==> src/rtl/decode_pkg.sv <==
// Shared decode definitions: opcode constants and the control-bit bundle
// produced by the opcode table, used by the decode stage and its bench.
package decode_pkg;

    localparam int unsigned OP_LDD    = 32'd1;
    localparam int unsigned OP_STD    = 32'd2;
    localparam int unsigned OP_LDM    = 32'd3;
    localparam int unsigned OP_ALU_LO = 32'd8;
    localparam int unsigned OP_ALU_HI = 32'd15;

    typedef struct packed {
        logic mem_read;
        logic mem_write;
        logic wb;
        logic imm_sel;
    } ctrl_t;

    localparam ctrl_t CTRL_NONE = '0;

    // Pure opcode-to-control table; unlisted opcodes decode to no side effects.
    function automatic ctrl_t decode_ctrl(input int unsigned opc);
        ctrl_t c;
        c = CTRL_NONE;
        if (opc == OP_LDD) begin
            c.mem_read = 1'b1;
            c.wb       = 1'b1;
        end else if (opc == OP_STD) begin
            c.mem_write = 1'b1;
        end else if (opc == OP_LDM) begin
            c.wb      = 1'b1;
            c.imm_sel = 1'b1;
        end else if (opc >= OP_ALU_LO && opc <= OP_ALU_HI) begin
            c.wb = 1'b1;
        end
        return c;
    endfunction

endpackage

==> src/rtl/reg_file_p.sv <==
// Register file: two combinational read ports, one synchronous write port,
// with write-through so a same-cycle write is visible on the read ports.
module reg_file_p #(
    parameter int DATA_W = 16,
    parameter int NREG   = 8,
    localparam int AW    = $clog2(NREG)
) (
    input  logic              i_clk,
    input  logic              i_rst_n,
    input  logic              i_wen,
    input  logic [AW-1:0]     i_waddr,
    input  logic [DATA_W-1:0] i_wdata,
    input  logic [AW-1:0]     i_raddr1,
    input  logic [AW-1:0]     i_raddr2,
    output logic [DATA_W-1:0] o_rdata1,
    output logic [DATA_W-1:0] o_rdata2
);

    logic [DATA_W-1:0] r_regs [NREG];

    always_ff @(posedge i_clk or negedge i_rst_n) begin
        if (!i_rst_n) begin
            for (int i = 0; i < NREG; i++) begin
                r_regs[i] <= '0;
            end
        end else if (i_wen) begin
            r_regs[i_waddr] <= i_wdata;
        end
    end

    assign o_rdata1 = (i_wen && (i_waddr == i_raddr1)) ? i_wdata : r_regs[i_raddr1];
    assign o_rdata2 = (i_wen && (i_waddr == i_raddr2)) ? i_wdata : r_regs[i_raddr2];

endmodule

==> src/rtl/param_decode_stage.sv <==
// Instruction decode stage: field split, register read with bypass, opcode
// control decode, load-use stall and a single ID/EX register with hold/flush.
module param_decode_stage
    import decode_pkg::*;
#(
    parameter int DATA_W     = 16,
    parameter int NREG       = 8,
    parameter int OPC_W      = 5,
    parameter int IMM_SIGNED = 0,
    localparam int AW        = $clog2(NREG),
    localparam int IW        = OPC_W + 2*AW + 8
) (
    input  logic              clk,
    input  logic              reset,
    input  logic              in_valid,
    output logic              in_ready,
    input  logic [IW-1:0]     instruction,
    input  logic              wb_en,
    input  logic [AW-1:0]     wb_addr,
    input  logic [DATA_W-1:0] wb_data,
    input  logic              flush,
    input  logic              ex_ready,
    output logic              out_valid,
    output logic [OPC_W-1:0]  out_opcode,
    output logic [AW-1:0]     out_rd,
    output logic [DATA_W-1:0] out_rs1_data,
    output logic [DATA_W-1:0] out_rs2_data,
    output logic [DATA_W-1:0] out_imm,
    output logic              out_mem_read,
    output logic              out_mem_write,
    output logic              out_wb,
    output logic              out_imm_sel
);

    function automatic logic [DATA_W-1:0] ext_imm(input logic [7:0] imm);
        logic signed [7:0] imm_s;
        imm_s = signed'(imm);
        if (IMM_SIGNED != 0) begin
            return DATA_W'(imm_s);
        end
        return DATA_W'(imm);
    endfunction

    logic [OPC_W-1:0]  w_opcode_p0;
    logic [AW-1:0]     w_rs1_p0;
    logic [AW-1:0]     w_rs2_p0;
    logic [7:0]        w_imm_p0;
    logic [DATA_W-1:0] w_rs1_data_p0;
    logic [DATA_W-1:0] w_rs2_data_p0;
    ctrl_t             w_ctrl_p0;
    logic              w_hazard_p0;
    logic              w_advance_p0;
    logic              w_load_p0;

    logic              r_vld_p1;
    ctrl_t             r_ctrl_p1;
    logic [OPC_W-1:0]  r_opcode_p1;
    logic [AW-1:0]     r_rd_p1;
    logic [DATA_W-1:0] r_rs1_data_p1;
    logic [DATA_W-1:0] r_rs2_data_p1;
    logic [DATA_W-1:0] r_imm_p1;

    // ---- p0: field split, register read, control decode, hazard ----
    assign w_opcode_p0 = instruction[IW-1 -: OPC_W];
    assign w_rs1_p0    = instruction[IW-OPC_W-1 -: AW];
    assign w_rs2_p0    = instruction[IW-OPC_W-AW-1 -: AW];
    assign w_imm_p0    = instruction[7:0];
    assign w_ctrl_p0   = decode_ctrl(32'(w_opcode_p0));

    reg_file_p #(
        .DATA_W (DATA_W),
        .NREG   (NREG)
    ) u_reg_file (
        .i_clk    (clk),
        .i_rst_n  (reset),
        .i_wen    (wb_en),
        .i_waddr  (wb_addr),
        .i_wdata  (wb_data),
        .i_raddr1 (w_rs1_p0),
        .i_raddr2 (w_rs2_p0),
        .o_rdata1 (w_rs1_data_p0),
        .o_rdata2 (w_rs2_data_p0)
    );

    // A load in ID/EX cannot forward its result yet, so any consumer must wait one slot.
    assign w_hazard_p0  = r_vld_p1 & r_ctrl_p1.mem_read &
                          ((r_rd_p1 == w_rs1_p0) | (r_rd_p1 == w_rs2_p0));
    assign w_advance_p0 = ~r_vld_p1 | ex_ready;
    assign in_ready     = w_advance_p0 & ~w_hazard_p0 & ~flush;
    assign w_load_p0    = in_valid & in_ready;

    // ---- p1: ID/EX register ----
    always_ff @(posedge clk or negedge reset) begin
        if (!reset) begin
            r_vld_p1      <= 1'b0;
            r_ctrl_p1     <= CTRL_NONE;
            r_opcode_p1   <= '0;
            r_rd_p1       <= '0;
            r_rs1_data_p1 <= '0;
            r_rs2_data_p1 <= '0;
            r_imm_p1      <= '0;
        end else if (flush) begin
            r_vld_p1  <= 1'b0;
            r_ctrl_p1 <= CTRL_NONE;
        end else if (w_load_p0) begin
            r_vld_p1      <= 1'b1;
            r_ctrl_p1     <= w_ctrl_p0;
            r_opcode_p1   <= w_opcode_p0;
            r_rd_p1       <= w_rs1_p0;
            r_rs1_data_p1 <= w_rs1_data_p0;
            r_rs2_data_p1 <= w_rs2_data_p0;
            r_imm_p1      <= ext_imm(w_imm_p0);
        end else if (w_advance_p0) begin
            r_vld_p1  <= 1'b0;
            r_ctrl_p1 <= CTRL_NONE;
        end
    end

    assign out_valid     = r_vld_p1;
    assign out_opcode    = r_opcode_p1;
    assign out_rd        = r_rd_p1;
    assign out_rs1_data  = r_rs1_data_p1;
    assign out_rs2_data  = r_rs2_data_p1;
    assign out_imm       = r_imm_p1;
    assign out_mem_read  = r_ctrl_p1.mem_read;
    assign out_mem_write = r_ctrl_p1.mem_write;
    assign out_wb        = r_ctrl_p1.wb;
    assign out_imm_sel   = r_ctrl_p1.imm_sel;

endmodule

==> config.mk <==
export PLATFORM = sky130hd
export DESIGN_NAME = param_decode_stage
export DESIGN_NICKNAME = d
export VERILOG_FILES = /design/src/rtl/decode_pkg.sv /design/src/rtl/reg_file_p.sv /design/src/rtl/param_decode_stage.sv
export SDC_FILE = /design/constraint.sdc
export NUM_CORES = 1
export LEC_CHECK = 0
export ABC_AREA = 1
export CORE_ASPECT_RATIO = 1.2
export CORE_MARGIN = 3
export CORE_UTILIZATION = 57
export CTS_CLUSTER_DIAMETER = 150
export CTS_CLUSTER_SIZE = 14
export DETAILED_ROUTE_END_ITERATION = 6
export PLACE_DENSITY = 0.79
export SYNTH_ARGS = -nofsm -noshare
export SYNTH_HDL_FRONTEND = slang
export SYNTH_SLANG_ARGS = --single-unit
export TNS_END_PERCENT = 20
==> constraint.sdc <==
create_clock -name clk -period 1.8 [get_ports clk]
set_input_delay 0.18 -clock clk [delete_from_list [all_inputs] [get_ports clk]]
set_output_delay 0.18 -clock clk [all_outputs]
set_load 0.05 [all_outputs]
# After elaboration in Yosys (flattened, before gate mapping)
# Cells that the tools add are included.
[word_totals] register_bits=181 in_bits=44 out_inout_bits=62 elab_cells=76
[op_classes] n_lt_le_gt_ge=6 eq_ne=7 n_mux=26 bitwise=13 n_reduce_logical=6
[ops] op="bitwise mux 128 bit" n=1
[ops] op="2-to-1 mux 16 bit" n=7
[ops] op="binary-select mux 16 bit (select 3 bit)" n=2
[ops] op="demux 16 bit (select 3 bit)" n=1
[ops] op="== test 3 bit" n=4
[ops] op="greater-or-equal comparator 4 bit (second input constant)" n=3
[ops] op="2-to-1 mux 4 bit" n=3
[ops] op="inverter 3 -> 4 bit" n=3
[ops] op="2-to-1 mux 1 bit" n=11
[ops] op="== test 5 x 2 -> 1 bit (second input constant)" n=2
[ops] op="AND 1 bit" n=5
[ops] op="== test 5 x 1 -> 1 bit (second input constant)" n=1
[ops] op="greater-or-equal comparator 5 x 4 -> 1 bit (second input constant)" n=1
[ops] op="less-or-equal comparator 5 x 4 -> 1 bit (second input constant)" n=1
[ops] op="logical AND 1 bit" n=4
[ops] op="< comparator 4 x 1 -> 1 bit (second input constant)" n=1
[ops] op="inverter 1 bit" n=3
[ops] op="nonzero test 3 bit" n=1
[ops] op="2-to-1 mux 2 bit" n=1
[ops] op="OR 1 bit" n=2
[ops] op="AND reduction 2 bit" n=1

# Logic depth before layout (Yosys ltp)
# Gate-level depths: netlist of the first run.
[depth] depth_word=9 ltp_mapped=11

# Modules after synthesis
# Synthesis of the first run repeated with hierarchy kept, for this count alone.
[unflattened] hier_cells=1489 hier_area_um2=10208.5
[by_module_without_submodules] module="reg_file_p" n_inst=1 cells_each=1198 area_per_inst_um2=7777.5 seq_area_each_um2=3203.1
[by_module_without_submodules] module="param_decode_stage" n_inst=1 cells_each=291 area_per_inst_um2=2431.1 seq_area_each_um2=1326.3

# Worst setup path before layout of the first run
# Ideal clock, no wire load.
[synth_path] path_kind="reg-to-reg" start="register r_rd_p1[0], in the netlist out_rd[0]" end="register r_rs1_data_p1[10], in the netlist out_rs1_data[10]" setup_ns=0.066 t_arrival_ns=1.741 setup_slack_ns=-0.007 stages_incl_launch_ff=10 n_path_buf=1 synth_period_minus_slack_ns=1.807 cell_sequence="dfrtp_1 -> inv_1 -> nand2_1 -> nand2_1 -> nand3_1 -> nand2_2 -> a21oi_4 -> buf_2 -> nand3_1 -> nand2_1"
[synth_via] elab_chain_len=8
[synth_rtl] element="from (decl)" line_no="param_decode_stage.sv:58" text="logic [AW-1:0] r_rd_p1;"
[synth_rtl] element="from (signal assigned)" line_no="param_decode_stage.sv:109" text="r_rd_p1 <= w_rs1_p0;"
[synth_rtl] element="== test 3 bit" line_no="param_decode_stage.sv:87" text="((r_rd_p1 == w_rs1_p0) | (r_rd_p1 == w_rs2_p0));"
[synth_rtl] element="OR 1 bit *" line_no="param_decode_stage.sv:87"
[synth_rtl] element="AND 1 bit *" line_no="param_decode_stage.sv:86" text="assign w_hazard_p0 = r_vld_p1 & r_ctrl_p1.mem_read &"
[synth_rtl] element="inverter 1 bit *" line_no="param_decode_stage.sv:89" text="assign in_ready = w_advance_p0 & ~w_hazard_p0 & ~flush;"
[synth_rtl] element="AND 1 bit * (2 in a row)" line_no="param_decode_stage.sv:89"
[synth_rtl] element="via in_ready" line_no="param_decode_stage.sv:16" text="output logic in_ready,"
[synth_rtl] element="AND 1 bit *" line_no="param_decode_stage.sv:90" text="assign w_load_p0 = in_valid & in_ready;"
[synth_rtl] element="AND reduction 2 bit (no line) *"
[synth_rtl] element="to (signal assigned)" line_no="param_decode_stage.sv:110" text="r_rs1_data_p1 <= w_rs1_data_p0;"
[synth_rtl] element="to (decl)" line_no="param_decode_stage.sv:59" text="logic [DATA_W-1:0] r_rs1_data_p1;"
# Mark *: on every way through the listed nets, which the timed path passes. The rest lies on a longest branch.
# A chain may end at the register's enable or synchronous reset.

# Worst setup path in the final report of the first run
[layout_path] start="register r_rd_p1[1], in the netlist out_rd[1]" end="output in_ready"
[layout_via] elab_chain_len=6
[layout_rtl] element="== test 3 bit" line_no="param_decode_stage.sv:87"
[layout_rtl] element="OR 1 bit *" line_no="param_decode_stage.sv:87"
[layout_rtl] element="AND 1 bit *" line_no="param_decode_stage.sv:86"
[layout_rtl] element="inverter 1 bit *" line_no="param_decode_stage.sv:89"
[layout_rtl] element="AND 1 bit * (2 in a row)" line_no="param_decode_stage.sv:89"
[layout_rtl] element="to (decl)" line_no="param_decode_stage.sv:16"
# Every way passes the cells marked *; elsewhere a longest branch is shown, timed or not.

==> key figures, run 1 <==
Run status
  • Status: complete, no violations

Power and ir drop
  • Peak supply drop: 0.000683 V
  • Power Internal: between 7 and 8 mW
  • Leak: approximately 6.3 nW
  • Comb pwr share: 0.291
  • Final Power: roughly 12 mW
  • Power share of the sequential group: 0.436
  • Switching fraction of total power: 0.362
  • P_sw: ~4.5 mW
  • PD cells: about 1000 mW/mm2
  • Clock network power share: 0.273

Floorplanning
  • Chip width: 126 um
  • Core Rows: 51
  • DIE HEIGHT: 149 um
  • Core Box Area: 0.0165 mm2
  • Initial Utilization: 0.591
  • Num ports: 106
  • Total die area: 0.0188 mm2

Route
  • DRT antenna net count: 0
  • WL per Instance: 18.0 um
  • Final WL: 30.0 mm
  • Vias per cell: about 6.0
  • # DRC: 0
  • Vias: 9959
  • TritonRoute pass-1 iters: 6
  • DRT iter0 DRCs: 1304

Timing
  • Fin crit period: 1780 ps
  • Slew @ Worst Pin: around 570 ps
  • Unrepaired setup endpoints after global routing: true
  • Max-slew violations: 0
  • Worst-case clock skew: 8.61 ps
  • Final worst path period share: 0.987
  • Slew margin rel.: 0.621
  • Setup-failing EPs final: 0
  • Final hold vios: 0
  • Max Freq: 0.563 GHz

Synthesis
  • Post-synth EDFFs: 0
  • Simple-gate share of the synthesized area: 0.395
  • Post-Synth XOR/XNOR Area: 0.00179
  • Yosys cell types: 30
  • List of most frequent post-synthesis cells: nand2_1 (590), nand3_1 (261), dfrtp_1 (181)
  • Synth Cell Area: ~0.0098 mm2
  • Top FF cell, synth: dfrtp_1
  • Ranking of synthesized cells by area: dfrtp_1 (46%), nand2_1 (23%), nand3_1 (13%)
  • Top-count cell post-synth: nand2_1
  • Compound-gate portion of the synthesized area: 0.0730
  • Post-synth top area share: 0.464
  • Sequential area share after synthesis: 0.464
  • Async set or reset register ratio after synthesis: 1.00
  • #FFs+latches synth: 181
  • Main combinational cell family by area after synthesis: simple AND/OR/NAND/NOR gates
  • Synth area leader: dfrtp_1
  • Mean post-synth cell area: 7.15 um2
  • Ys Warns: 0
  • Cell count after synthesis: about 1400
  • Mux cell area share after synthesis: 0
  • Adder-cell area share of the yosys netlist: 0

Layout
  • Area delta synth->final: 22.1%
  • # diodes: 0
  • Ratio of cells with drive above 1 in the final layout: 0.0825
  • NumNets Final: 1487
  • Fin area: 0.0119 mm2

Worst setup path
  • Worst-path maximum fanout: 5
  • Setup crit start: out_rd[1]
  • Worst R2R Setup Slack: about 130 ps
  • Worst reg2reg startpoint: out_rd[0]
  • Required time of the critical path: 1620 ps
  • Reg2reg end: out_rs1_data[11]
  • Worst setup EP type: primary output
  • WP data arrival: about 1600 ps
  • Reg2reg path depth: 11
  • Crit Path Class: reg2out
  • Setup crit start kind: flop

Global route
  • Gr usage total: 0.321
  • Global-route wire length before repair: slightly below 50 mm
  • Largest net degree at the start of global routing: 65
  • Number of global-route vias before repair: a little over 9000
  • Grt ovf: 0
  • Initial antenna violation count: 0

Worst hold path
  • Hold endpoint: out_rd[0]
  • Worst Hold Class: in2reg
  • Hold depth: 3
  • Hold_sp: instruction[11]

CTS
  • Num CTS Buffers: 17
  • Clock Path Buffers: 2
  • Root buffer selected by CTS: clkbuf_16
  • H-Tree Level Count: 4
  • Latest clock arrival within the worst-skew pair: ~430 ps
  • CTS tree: done
  • Clock sink total: 181
  • Clock transition at path regs: 60 ps

Placed design
  • GP Congestion: 0.877
  • Detail Placement HPWL: 18.6 mm
  • Placement Cell Area: between 0.01 and 0.015 mm2
  • IO Port Bufs: 97

Job
  • Max cap viols: 0
-- sequential cells by signal, summed over array words and instances (netlist names) --
register           count
out_rs2_data          16
out_valid              1
out_opcode             5
out_mem_write          1
out_mem_read           1
out_wb                 1
u_reg_file.r_regs    128
out_rd                 3
out_imm                8
out_imm_sel            1
out_rs1_data          16
-- worst max-delay path by stage --
stage / endpoint
global placement: in_ready
global route: in_ready
finish: in_ready
floorplan: out_rs1_data[10]
CTS: in_ready
detailed placement: out_rs2_data[6]
-- area by class of cell --
| type | instances | area [um2] |
|---|---|---|
| clock buffers | 19 | 443 |
| inverters | 35 | 139 |
| multi-input cells | 1056 | 4640 |
| well taps | 212 | 265 |
| repair buffers | 152 | 1820 |
| clock inverters | 12 | 85.1 |
| flip-flops and latches | 181 | 4530 |
| fillers | 1295 | 4600 |
-- critical path, stage by stage, from the launching register on --
cell	delay (ps)
dfrtp_2	440
nand2_1	80
nand2_1	60
nand3_2	80
nand2_2	80
a21oi_4	170
buf_12	140
buf_12	130
-- routing by layer --
metal | global-route usage | part of all wire | up-vias
met2 | 0.507 | 0.47 | 617
met3 | 0.0757 | 0.11 | 93
met1 | 0.435 | 0.40 | 4665
li1 | - | - | 4584
met5 | 0 | 0 | -
met4 | 0.124 | 0.030 | 0
-- layout by cell type (no fill, tap or decap) --
cell,n
nand2_1,586
nand3_1,259
dfrtp_1,178
o21ai_0,116
clkdlybuf4s50_1,49
dlymetal6s2s_1,34
nor2_1,28
buf_12,28
buf_4,28
inv_1,25
nand4_1,17
clkbuf_16,17
a21oi_1,16
conb_1,8
dlygate4sd2_1,7
inv_2,6
nand2_2,6
clkinv_4,5
o21ai_1,4
clkinv_2,4
clkinvlp_4,4
nor3_4,3
buf_2,3
dfrtp_2,3
xnor2_1,2
nand3_2,2
a21oi_4,2
nand2_4,2
clkinv_1,2
inv_4,1
nand3_4,1
nor2_2,1
nor2_4,1
nor3_1,1
and3_1,1
clkbuf_8,1
clkbuf_1,1
bufbuf_16,1
dlygate4sd3_1,1
buf_6,1
-- logic make-up after synthesis --
logic type / count (synthesis)
flops: 181
buf+inv: 136
other cells: 1
compound gates: 138
xor+xnor: 2
simple gates: 908
-- stage by stage --
step	utilization	instances	TNS, ps	setup slack (ps)	hold slack [ps]
2_1_floorplan	-	1373	0	17.6	-116
3_3_place_gp	0.679	1629	-141	-28.7	182
3_5_place_dp	0.679	1629	-531	-47.2	184
4_1_cts	0.714	1665	-66.7	-66.7	93.9
5_1_grt	0.722	1667	-43.7	-43.7	96.1
6_report	0.722	1667	0	24.2	98.4
-- power by group through the flow --
stage	sequential, mW	combinational (mW)	clock [mW]
2_1_floorplan	6.05	1.64	0
3_3_place_gp	5.40	3.45	0
3_5_place_dp	5.44	3.53	0
4_1_cts	5.37	3.57	3.40
5_1_grt	5.49	3.93	3.61
6_report	5.40	3.60	3.38
-- repair_timing --
| action | 4_1_cts | 5_1_grt |
|---|---|---|
| resized for setup | 7 | 44 |
| buffers inserted | 3 | 2 |
| hold buffers | 1 | 0 |
| gates cloned | 1 | 0 |
| endpoints found under the hold margin | 51 | 0 |
| endpoints found under the setup margin | 8 | 35 |
| pin swaps | 3 | 5 |
Power figures use the tool's default switching activity.
==> run 2, diff against run 1 <==
Settings changed: CORE_UTILIZATION 57 to 25, CTS_BUF_LIST set to sky130_fd_sc_hd__clkbuf_2, PLACE_DENSITY 0.79 to 0.41.
==> run 2 against run 1 <==
- the run now ends with negative setup slack left
- via count decreased by 4.9%
- cell area up 2.3%
- cell count up 21%
- clock skew is 30 ps higher
- sequential power hardly changed
- critical path depth is 1 lower
- highest routed layer unchanged
==> key figures, run 2 (same netlist as run 1, synthesis figures left out) <==
Run status
  • Status: complete, but fails checks
  • Violated checks: negative setup slack

Timing
  • Unrepaired setup endpoints after global routing: true
  • Final hold vios: 0 (unchanged)
  • Final worst slack: -490 ps (-514 ps)
  • Max Freq: 0.437 GHz (-22%)
  • Setup-failing EPs final: 2 (+2)
  • Slew @ Worst Pin: 847 ps (+278 ps)
  • Max-slew violations: 0 (unchanged)
  • Hold Slack: 87.9 ps (-10.5 ps)
  • Fin crit period: 2290 ps (+514 ps)
  • Final worst path period share: 1.27 (+0.286)
  • Worst-case clock skew: 38.2 ps (+29.6 ps)
  • Slew margin rel.: 0.434 (-0.187)

Job
  • Max cap viols: 0 (unchanged)

Route
  • TritonRoute pass-1 iters: 6 (unchanged)
  • Vias: 9468 (-4.9%)
  • Final WL: 37.4 mm (+25%)
  • DRT antenna net count: 0 (unchanged)
  • # DRC: 0 (unchanged)
  • Vias per cell: 4.70 (-21%)
  • WL per Instance: 18.6 um (+3.3%)
  • DRT iter0 DRCs: 758 (-42%)

Floorplanning
  • Core Rows: 78 (+53%)
  • Initial Utilization: 0.256 (-0.335)
  • Num ports: 106 (unchanged)
  • Chip width: 186 um (+49%)
  • DIE HEIGHT: 223 um (+49%)
  • Core Box Area: 0.0382 mm2 (+130%)
  • Total die area: 0.0415 mm2 (+120%)

Worst setup path
  • Worst setup EP type: primary output
  • Setup crit start kind: flop
  • Required time of the critical path: 1620 ps (about the same)
  • Worst R2R Setup Slack: 50 ps (-80 ps)
  • Worst-path maximum fanout: 4 (-1)
  • WP data arrival: 2110 ps (+510 ps)
  • Crit Path Class: reg2out

CTS
  • Clock transition at path regs: 290 ps (+230 ps)
  • CTS tree: done
  • H-Tree Level Count: 4 (unchanged)
  • Clock sink total: 181 (unchanged)
  • Root buffer selected by CTS: clkbuf_2
  • Num CTS Buffers: 17 (unchanged)
  • Latest clock arrival within the worst-skew pair: 870 ps (+440 ps)
  • Clock Path Buffers: 2 (unchanged)

Global route
  • Largest net degree at the start of global routing: 65 (unchanged)
  • Number of global-route vias before repair: 9213 (+0.30%)
  • Global-route wire length before repair: 57.8 mm (+20%)
  • Gr usage total: 0.180 (-0.142)
  • Grt ovf: 0 (unchanged)
  • Initial antenna violation count: 1 (+1)

Layout
  • Most frequent cells in the layout: nand2_1 (590), nand3_1 (260), dfrtp_1 (178)
  • Final Util: 0.320 (-0.402)
  • NumNets Final: 1524 (+2.5%)
  • Area delta synth->final: 24.9%
  • Final std cells w/o fill: 2014 (+21%)
  • Ratio of cells with drive above 1 in the final layout: 0.119 (+0.0368)
  • Most common cell after layout, fill and taps aside: nand2_1
  • Max FFs per register: 128 (unchanged)
  • Biggest register: u_reg_file.r_regs

Power and ir drop
  • PD cells: 924 mW/mm2 (-11%)
  • Peak supply drop: 0.000317 V (-54%)
  • Leak: 5.95 nW (-5.6%)

Placed design
  • GP Congestion: 0.804 (-8.2%)
  • IO Port Bufs: 97 (unchanged)
  • Placed insts: 1950 (+20%)
  • Setup WS pre-CTS: -210 ps (-163 ps)
  • Detail Placement HPWL: 23.8 mm (+28%)

Worst hold path
  • Worst Hold Class: in2reg
==> run 2: worst max-delay path, stage by stage (launching register included) <==
cell and delay [ps]:
dfrtp_2 520, xnor2_2 170, nand3_1 90, nand2_2 80, a21oi_4 170, buf_12 120, buf_12 120
==> run 2: repair_timing <==
action	CTS	global route
endpoints found under the setup margin	52	38
endpoints found under the hold margin	234	0
pin swaps	1	2
setup buffers	3	3
gates resized for setup	243	74
hold buffers	25	0
gates cloned	0	0
==> run 2: stage by stage <==
stage / setup TNS (ps) / cell area, um2 / total power, mW
after floorplan: 0 / 9800 / 7.69
after global placement: -5670 / 11700 / 9.13
after detailed placement: -6180 / 11700 / 9.14
after CTS: -2760 / 12200 / 11.4
after global routing: -850 / 12200 / 12.0
final: -535 / 12200 / 11.3
==> run 2: final cells by class <==
| class | count | area (um2) |
|---|---|---|
| Antenna cell | 2 | 5.00 |
| Clock buffer | 17 | 85.1 |
| Clock inverter | 14 | 136 |
| Fill cell | 4189 | 26000 |
| Inverter | 35 | 139 |
| Multi-Input combinational cell | 1056 | 4640 |
| Sequential cell | 181 | 4530 |
| Tap cell | 520 | 651 |
| Timing Repair Buffer | 189 | 2010 |
==> run 2: path summary, 6_finish.rpt <==
path                             from                      to  cells past startpoint
min reg2reg                out_imm[1]              out_imm[1]                      2
max                         out_rd[2]                in_ready                      6
max reg2reg                 out_rd[2]        out_rs1_data[10]                      9
max in group asynchronous       reset  u_reg_file.r_regs[104]                      4
min in group asynchronous       reset         out_rs2_data[6]                      3
min                        wb_data[9]         out_rs1_data[9]                      5
==> run 2: layer usage <==
layer  track usage  vias to the layer above  part of all wire
met5             0                        -                 0
met4        0.0517                        0             0.017
met1         0.240                     4487              0.46
met3        0.0230                       33             0.045
li1              -                     4658                 -
met2         0.307                      290              0.48
==> run 2: where the power goes <==
part / total (mW) / switching (mW) / internal, mW
registers: 5.42 / 0.609 / 4.82
logic: 3.70 / 2.37 / 1.33
clock network: 2.15 / 1.53 / 0.619
==> run 3, diff against run 2 <==
Settings changed: CTS_BUF_LIST sky130_fd_sc_hd__clkbuf_2 to unset, PLACE_DENSITY 0.41 to unset, PLACE_DENSITY_LB_ADDON set to 0.1.
==> run 3 against run 2 <==
- the run still ends with negative setup slack left
- cell area is 1.5% higher
- cell count fell by 1.0%
- combinational power decreased by 3%
- critical path depth grew 2
- clock power is 81% higher
- routed wire length shrank 0.48%
- non-clock buffer count shrank 18
- worst setup slack improved by 470 ps
- maximum frequency rose by 26%
- largest cell class unchanged
- highest routed layer unchanged
- critical path type unchanged
- global-route usage rose by 0.12 points
==> key figures, run 3 (same netlist as run 1, synthesis figures left out) <==
Run status
  • Status: complete, but fails checks
  • Violated checks: negative setup slack

Power and ir drop
  • P_sw: 4.64 mW (+2.9%)
  • PD cells: 1040 mW/mm2 (+12%)
  • Leak: 6.10 nW (+2.6%)
  • Power Internal: 8.19 mW (+21%)
  • Comb pwr share: 0.279 (-0.049)
  • Peak supply drop: 0.000529 V (+67%)
  • Clock network power share: 0.303 (+0.112)
  • Switching fraction of total power: 0.361 (-0.0384)
  • Power share of the sequential group: 0.418 (-0.063)

Global route
  • Global-route wire length before repair: 58.2 mm (+0.58%)
  • Gr usage total: 0.181 (+0.00117)
  • Grt ovf: 0 (unchanged)
  • Number of global-route vias before repair: 9338 (+1.4%)
  • Largest net degree at the start of global routing: 65 (unchanged)
  • Initial antenna violation count: 0 (-1)

Route
  • Vias: 9453 (-0.16%)
  • Metal1 wirelength: 16.6 mm (-3.3%)
  • Vias per cell: 4.74 (+0.89%)
  • DRT antenna net count: 0 (unchanged)
  • Top Layer Used: met4
  • # DRC: 0 (unchanged)
  • WL met2: 18.3 mm (+2.4%)
  • TritonRoute pass-1 iters: 5 (-1)
  • WL per Instance: 18.7 um (+0.57%)
  • DRT iter0 DRCs: 746 (-1.6%)
  • Routed length on met3: 1.47 mm (-12%)
  • Final WL: 37.2 mm (-0.48%)

CTS
  • Num CTS Buffers: 17 (unchanged)
  • Clock transition at path regs: 70 ps (-220 ps)
  • Latest clock arrival within the worst-skew pair: 450 ps (-420 ps)
  • CTS tree: done
  • Root buffer selected by CTS: clkbuf_16
  • Clock Path Buffers: 2 (unchanged)
  • H-Tree Level Count: 4 (unchanged)
  • Clock sink total: 181 (unchanged)

Floorplanning
  • Core Rows: 78 (unchanged)
  • DIE HEIGHT: 223 um (unchanged)
  • Core Box Area: 0.0382 mm2 (unchanged)
  • Num ports: 106 (unchanged)
  • Chip width: 186 um (unchanged)
  • Initial Utilization: 0.256 (unchanged)
  • Total die area: 0.0415 mm2 (unchanged)

Worst setup path
  • Worst setup EP type: primary output
  • WP data arrival: 1640 ps (-470 ps)
  • Worst R2R Setup Slack: 170 ps (+120 ps)
  • Worst path bufs/invs: 3 (+1)
  • Setup crit start kind: flop
  • Crit Path Class: reg2out
  • CP max-delay cell: dfrtp_2
  • Reg2reg end: out_rs2_data[15]
  • Required time of the critical path: 1620 ps (about the same)
  • CP peak stage delay: 440 ps (-80 ps)
  • Worst-path maximum fanout: 5 (+1)
  • CP top delay family: flip-flops
  • Worst path cell trace: inv_2, nand2_1, nand2_1, nand3_1, nand2_2, a21oi_4, buf_12, buf_12
  • Worst reg2reg startpoint: out_rd[0]
  • Reg2reg path depth: 11 (+2)

Layout
  • Biggest register: u_reg_file.r_regs
  • Register area: 0.00453 mm2 (unchanged)
  • Most common cell after layout, fill and taps aside: nand2_1
  • # diodes: 0 (-2)
  • Max FFs per register: 128 (unchanged)
  • Layout fillers: 4098 (-2.2%)
  • Ratio of cells with drive above 1 in the final layout: 0.0971 (-0.0222)
  • Final Util: 0.324 (+0.00479)
  • Most frequent cells in the layout: nand2_1 (590), nand3_1 (261), dfrtp_1 (178)
  • Multi-input gate area: 0.00462 mm2 (-0.27%)
  • NumNets Final: 1506 (-1.2%)
  • Area delta synth->final: 26.7%

Job
  • Max cap viols: 0 (unchanged)

Timing
  • Final worst slack: -21.5 ps (+469 ps)
  • Final worst path period share: 1.01 (-0.260)
  • Slew margin rel.: 0.647 (+0.213)
  • Setup-failing EPs final: 1 (-1)
  • Unrepaired setup endpoints after global routing: true
  • Final hold vios: 0 (unchanged)
  • Max-slew violations: 0 (unchanged)
  • Fin crit period: 1820 ps (-469 ps)
  • Worst-case clock skew: 8.04 ps (-30.2 ps)
  • Hold Slack: 182 ps (+94.3 ps)
  • Slew @ Worst Pin: 532 ps (-315 ps)
  • Max Freq: 0.549 GHz (+26%)

Worst hold path
  • Worst Hold Class: in2reg
  • Hold depth: 3 (-2)
  • Hold endpoint: out_opcode[3]
  • Hold_sp: in_valid

Placed design
  • Detail Placement HPWL: 24.7 mm (+3.9%)
  • IO Port Bufs: 97 (unchanged)
  • GP Congestion: 0.800 (-0.57%)
-- run 3: cell types whose count changed in the layout (fill, tap and decap cells not counted), sizes merged --
| cell | before | now |
|---|---|---|
| clkinv | 12 | 6 |
| inv | 33 | 34 |
| buf | 114 | 91 |
| dlygate4sd3 | 25 | 1 |
| dlygate4sd2 | 0 | 36 |
| diode | 2 | 0 |
| dlymetal6s2s | 0 | 3 |
| bufbuf | 0 | 1 |
| clkbuf | 28 | 21 |
-- run 3: how the worst max path moves through the flow --
stage	startpoint	endpoint	slack (ps)	cells after the start
global route	out_rd[0]	in_ready	-120	8
detailed placement	instruction[12]	out_rs1_data[11]	-440	9
CTS	out_rd[1]	in_ready	-100	8
floorplan	out_rd[1]	out_rs1_data[10]	20	9
finish	out_rd[0]	in_ready	-20	8
global placement	wb_addr[0]	out_rs1_data[10]	-400	8
-- run 3: metal layers --
layer | up-vias | track usage
met3 | 50 | 0.0227
li1 | 4636 | -
met1 | 4511 | 0.234
met5 | - | 0
met2 | 256 | 0.312
met4 | 0 | 0.0651
-- run 3: layout make-up --
cell class | instances | share of cell area
Clock inverter | 9 | 0.00980
Clock buffer | 21 | 0.0380
Tap cell | 520 | 0.0525
Sequential cell | 181 | 0.366
Timing Repair Buffer | 171 | 0.149
Inverter | 35 | 0.0112
Multi-Input combinational cell | 1056 | 0.373
-- run 3: what timing repair did --
action / CTS / global route
cloned: 1 / 0
endpoints found under the hold margin: 29 / 0
setup buffers: 3 / 1
hold buffers: 1 / 0
endpoints found under the setup margin: 37 / 28
pin swaps: 4 / 3
gates resized for setup: 37 / 6
-- run 3: stage by stage --
| step | power, mW | cells | setup TNS (ps) | cell area, um2 | setup WS, ps |
|---|---|---|---|---|---|
| 5_1_grt | 13.6 | 1993 | -125 | 12400 | -125 |
| 4_1_cts | 13.0 | 1992 | -95.8 | 12400 | -95.8 |
| 3_5_place_dp | 9.13 | 1957 | -8520 | 11700 | -437 |
| 3_3_place_gp | 9.10 | 1957 | -7630 | 11700 | -404 |
| 2_1_floorplan | 7.69 | 1373 | 0 | 9800 | 17.6 |
| 6_report | 12.8 | 1993 | -21.5 | 12400 | -21.5 |
-- run 3: power groups by stage --
| stage | registers (mW) | logic, mW | clock network [mW] |
|---|---|---|---|
| finish | 5.36 | 3.58 | 3.89 |
| CTS | 5.36 | 3.62 | 4.02 |
| floorplan | 6.05 | 1.64 | 0 |
| global route | 5.49 | 3.97 | 4.16 |
| global placement | 5.42 | 3.68 | 0 |
| detailed placement | 5.44 | 3.69 | 0 |
-- run 3: worst register-to-register path: stages (launching register included) --
cell and delay (ps):
dfrtp_2 440, inv_2 70, nand2_1 50, nand2_1 60, nand3_1 90, nand2_2 140, a21oi_4 80, buf_12 130
buf_4 130, buf_6 150, nand3_1 120, nand2_1 60
